### src/rtl/exec_ctrl.sv
// Execute-stage sequencer: accepts one instruction, drives the ALU, writes back y and flags.
// Optional feature macro: EXEC_TRAP_EN (illegal op traps with sticky err instead of retiring as NOP).
module exec_ctrl #(
    parameter int WIDTH_WORD = 8,
    parameter int NREGS      = 4
) (
    input  logic                  clk,
    input  logic                  rst_n,
    input  logic                  instr_valid,
    output logic                  instr_ready,
    input  logic [8:0]            instr,
    input  logic                  ld_en,
    input  logic [1:0]            ld_sel,
    input  logic [WIDTH_WORD-1:0] ld_data,
    input  logic [1:0]            rd_sel,
    output logic [WIDTH_WORD-1:0] rd_data,
    output logic                  alu_active,
    output logic [2:0]            alu_op,
    output logic [WIDTH_WORD-1:0] alu_a,
    output logic [WIDTH_WORD-1:0] alu_b,
    input  logic [WIDTH_WORD-1:0] alu_y,
    input  logic                  alu_carry,
    output logic                  carry_flag,
    output logic                  zero_flag,
    output logic                  done,
    output logic                  err
);

    typedef enum logic [1:0] {IDLE, EXEC, WB} state_t;

    state_t                 state_q, state_d;
    logic [1:0]             rd_q, rd_d;
    logic [WIDTH_WORD-1:0]  regs_q [NREGS];
    logic [WIDTH_WORD-1:0]  regs_d [NREGS];
    logic [2:0]             op_q, op_d;
    logic [WIDTH_WORD-1:0]  a_q, a_d, b_q, b_d;
    logic                   active_q, active_d;
    logic                   carry_q, carry_d, zero_q, zero_d;
    logic                   done_q, done_d, err_q, err_d;
    logic                   accept, illegal;

`ifdef EXEC_TRAP_EN
    assign instr_ready = (state_q == IDLE) && !err_q;
`else
    assign instr_ready = (state_q == IDLE);
`endif

    assign accept  = instr_valid && instr_ready;
    // The op register holds the in-flight op through EXEC and WB.
    assign illegal = (op_q[2:1] == 2'b11);

    always_comb begin
        state_d  = state_q;
        rd_d     = rd_q;
        regs_d   = regs_q;
        op_d     = op_q;
        a_d      = a_q;
        b_d      = b_q;
        active_d = active_q;
        carry_d  = carry_q;
        zero_d   = zero_q;
        done_d   = 1'b0;
`ifdef EXEC_TRAP_EN
        err_d    = err_q;
`else
        err_d    = 1'b0;
`endif
        case (state_q)
            IDLE: begin
                if (ld_en) regs_d[ld_sel] = ld_data;
                // Operands come from regs_d so a same-edge load is seen by this instruction.
                if (accept) begin
                    rd_d     = instr[5:4];
                    op_d     = instr[8:6];
                    a_d      = regs_d[instr[3:2]];
                    b_d      = regs_d[instr[1:0]];
                    active_d = 1'b1;
                    state_d  = EXEC;
                end
            end
            EXEC: state_d = WB;
            WB: begin
                state_d  = IDLE;
                active_d = 1'b0;
                if (!illegal) begin
                    regs_d[rd_q] = alu_y;
                    carry_d      = alu_carry;
                    zero_d       = (alu_y == '0);
                    done_d       = 1'b1;
                end else begin
                    err_d  = 1'b1;
`ifndef EXEC_TRAP_EN
                    done_d = 1'b1;
`endif
                end
            end
            default: state_d = IDLE;
        endcase
    end

    always_ff @(posedge clk) begin
        if (!rst_n) begin
            state_q  <= IDLE;
            rd_q     <= '0;
            for (int i = 0; i < NREGS; i++) regs_q[i] <= '0;
            op_q     <= '0;
            a_q      <= '0;
            b_q      <= '0;
            active_q <= 1'b0;
            carry_q  <= 1'b0;
            zero_q   <= 1'b0;
            done_q   <= 1'b0;
            err_q    <= 1'b0;
        end else begin
            state_q  <= state_d;
            rd_q     <= rd_d;
            regs_q   <= regs_d;
            op_q     <= op_d;
            a_q      <= a_d;
            b_q      <= b_d;
            active_q <= active_d;
            carry_q  <= carry_d;
            zero_q   <= zero_d;
            done_q   <= done_d;
            err_q    <= err_d;
        end
    end

    assign rd_data    = regs_q[rd_sel];
    assign alu_active = active_q;
    assign alu_op     = op_q;
    assign alu_a      = a_q;
    assign alu_b      = b_q;
    assign carry_flag = carry_q;
    assign zero_flag  = zero_q;
    assign done       = done_q;
    assign err        = err_q;

endmodule

### config.mk
export PLATFORM = sky130hd
export DESIGN_NAME = exec_ctrl
export DESIGN_NICKNAME = d
export VERILOG_FILES = /design/src/rtl/exec_ctrl.sv
export SDC_FILE = /design/constraint.sdc
export NUM_CORES = 1
export LEC_CHECK = 0
export BUFFER_PORTS_ARGS = -buffer_cell sky130_fd_sc_hd__buf_2
export CORE_MARGIN = 2
export CORE_UTILIZATION = 57
export DETAILED_ROUTE_END_ITERATION = 7
export PLACE_DENSITY = 0.93
export SYNTH_ARGS = -nofsm -noshare
export SYNTH_HDL_FRONTEND = slang
export SYNTH_SLANG_ARGS = --single-unit
export TNS_END_PERCENT = 30
### constraint.sdc
create_clock -name clk -period 2.2 [get_ports clk]
set_clock_uncertainty 0.05 [all_clocks]
set_input_delay 0.11 -clock clk [delete_from_list [all_inputs] [get_ports clk]]
set_output_delay 0.11 -clock clk [all_outputs]
set_load 0.02 [all_outputs]
==> results.ini <==
[pwr]
combPwrFrac = 0.226
p_seq_frac = 0.390
p_sw_frac = 0.3107
p_sw_uw = 1027
power_density_mw_per_mm2 = 739.9
p_total_uw = 3305
vdd_ir_drop_max_mv = 0.4220
power.internal_uw = 2278
clkPwrFrac = 0.384
p_leak_uw = 0.001884

[clock_tree]
cts_resized = 0
numClockSinks = 60
cts_tree = yes
htree_levels = 3
path_clk_slew_ns = 0.08
clk_latency_ns = 0.34
clk_path_buf_depth = 2
root_buffer = clkbuf_8
cts_buffers = 9

[drt]
wl_met3_um = 1491
vias = 3993
viasPerCell = 6.956
firstDrtPassIters = 8
drcViolationCount = 4
dr_wl_met2_um = 5392
avgRoutedWirePerCell_um = 20.69
drt_iter0_markers = 526
routed.top_layer = met4
wirelength_um = 11870
met1Wirelength_um = 4630
postRouteAntennaNets = 0

[global_routing]
grt_max_degree = 43
first_global_vias = 3707
track_usage = 0.3277
grt_pass1_wl_um = 18940
gr-total-overflow = 0
antenna_found_initial = 0

[worst_setup_path]
crit_chain = nor2b_1 > buf_4 > a2bb2oi_1 > a21oi_1
slowest_delay_ns = 0.62
worstPathRequired_ns = 2.38
arrival_ns = 2.01
end_kind = flop
start_kind = flop
path_delay_family = simple AND/OR/NAND/NOR gates
cpMaxStageDelayCell = nor2b_1
path_class = reg -> reg
path_buf_inv = 1
critPathMaxFanout = 19

[logic_synthesis]
synth_area_sq_mm = 0.003811
postSynthCellCount = 438
synth-seq-cells = 60
async_reset_ff_frac = 0
avgSynthCellArea_sq_um = 8.701
seq_area_frac_synth = 0.3152
synthFlopType = dfxtp_1
yosysUniqueCellTypes = 51
synth_edf_count = 0
ys_warn_count = 0
synth_nets = 472

[sta]
setup_slack_ns = 0.3674
fin_crit_ns = 1.833
fmax_mhz = 545.7
tns_ns = 0
worstMarginPinSlew_ns = 0.6747
fin_crit_sh = 0.8330
relSlewSlack = 0.5496
setup_viol = 0
hold_viol_final = 0
rsz0062_at_grt = no
drv_slew = 0

[floorplan]
num_rows = 29
die_area_sq_mm = 0.007356
coreArea_sq_mm = 0.006422
start_util = 0.5934
die-width_um = 85.77
fp.dieH_um = 85.77
ios = 67

[cells_and_area]
num_antenna_cells = 0
layout-drive-gt1-share = 0.2475
most-common-layout-cells = 66 x buf_2, 60 x dfxtp_1, 44 x nand2_1
mostFrequentLayoutCell = buf_2
final_cell_count_no_fill = 574
syn_to_final_growth_pct = 17.20
nets = 526

[worst_hold_path]
hold_class = in -> reg

[place]
place_congestion = 0.9893
numPortBuffers = 66
hpwl_um = 8677
numPlacedInstances = 552
dp_slack_ns = 0.4382

[job]
maxCapViolCount = 0

[run_status]
status = complete, but fails checks
violations = DRC

==> synthesized netlist by cell type (8+ instances only) <==
cell type	number	area, sq um
nand2_1	44	165.2
o21a_1	9	67.56
a31oi_1	28	175.2
o211a_1	18	180.2
a21oi_1	23	115.1
inv_1	18	67.56
mux4_2	9	202.7
a2bb2oi_1	8	70.07
o211ai_1	28	210.2
o221ai_1	14	122.6
mux2i_1	18	180.2
clkbuf_1	25	93.84
o21ai_0	31	155.2
nand4_1	8	50.05
buf_2	14	70.07
dfxtp_1	60	1201
o2111ai_1	18	157.7
==> tightest hold or removal path: stages <==
cell and delay [ns]:
buf_2 0.14, nand2_1 0.06, a311oi_1 0.08
==> path summary, 6_finish.rpt <==
check / from / endpoint / slack, ns / cells after the start
worst min-delay path: alu_y[5] / regs_q[21] / 0.04 / 3
worst max register to register: state_q[0] / regs_q[31] / 0.37 / 4
worst max-delay path: state_q[0] / regs_q[31] / 0.37 / 4
worst min register to register: carry_flag / carry_flag / 0.41 / 2
==> per-stage QoR <==
stage / utilization / instance area, sq um / hold slack, ns
after global placement: 0.6474 / 4158 / 0.3004
after CTS: 0.6955 / 4467 / 0.03548
after detailed placement: 0.6474 / 4158 / 0.3117
after global routing: 0.6955 / 4467 / 0.05464
final: 0.6955 / 4467 / 0.04246
after floorplan: - / 3811 / 0.1960
==> final cells by class <==
class                   count  area, sq um
repair buffers             88        523.0
fillers                   513         1956
clock buffers              10        137.6
well taps                  77        96.34
inverters                  20        75.07
clock inverters             6        111.4
multi-input cells         313         2322
flip-flops and latches     60         1201
==> power by group through the flow <==
stage | combinational [uW] | sequential (uW) | clock (uW)
detailed placement | 724 | 1300 | 0
floorplan | 484 | 1310 | 0
global route | 809 | 1290 | 1310
finish | 745 | 1290 | 1270
global placement | 710 | 1300 | 0
CTS | 735 | 1280 | 1270
==> layer usage <==
metal / global-route usage / vias to the layer above
li1: - / 1831
met1: 0.4270 / 1833
met2: 0.5156 / 293
met3: 0.08277 / 36
met4: 0.1429 / 0
met5: 0 / -
==> registers in the layout, summed over array words and instances (netlist names) <==
signal      flops
done            1
alu_a           8
carry_flag      1
alu_b           8
regs_q         32
zero_flag       1
state_q         2
rd_q            2
alu_active      1
alu_op          3
err             1
==> logic make-up (layout without fill, tap and decap cells) <==
group | count (synthesis) | count (layout) | synth area share
multiplexers | 34 | 34 | 0.1211
flip-flops | 60 | 60 | 0.3152
AO/OA/AOI/OAI | 191 | 191 | 0.3608
XOR/XNOR | 2 | 2 | 0.004597
AND/OR/NAND/NOR | 86 | 86 | 0.1215
buffers and inverters | 65 | 124 | 0.07682
==> what timing repair did <==
action                                 CTS  global route
endpoints found under the hold margin    6             0
hold buffers                             6             0
setup endpoints to repair                0             0
buffers inserted                         0             0
Power figures use the tool's default switching activity.
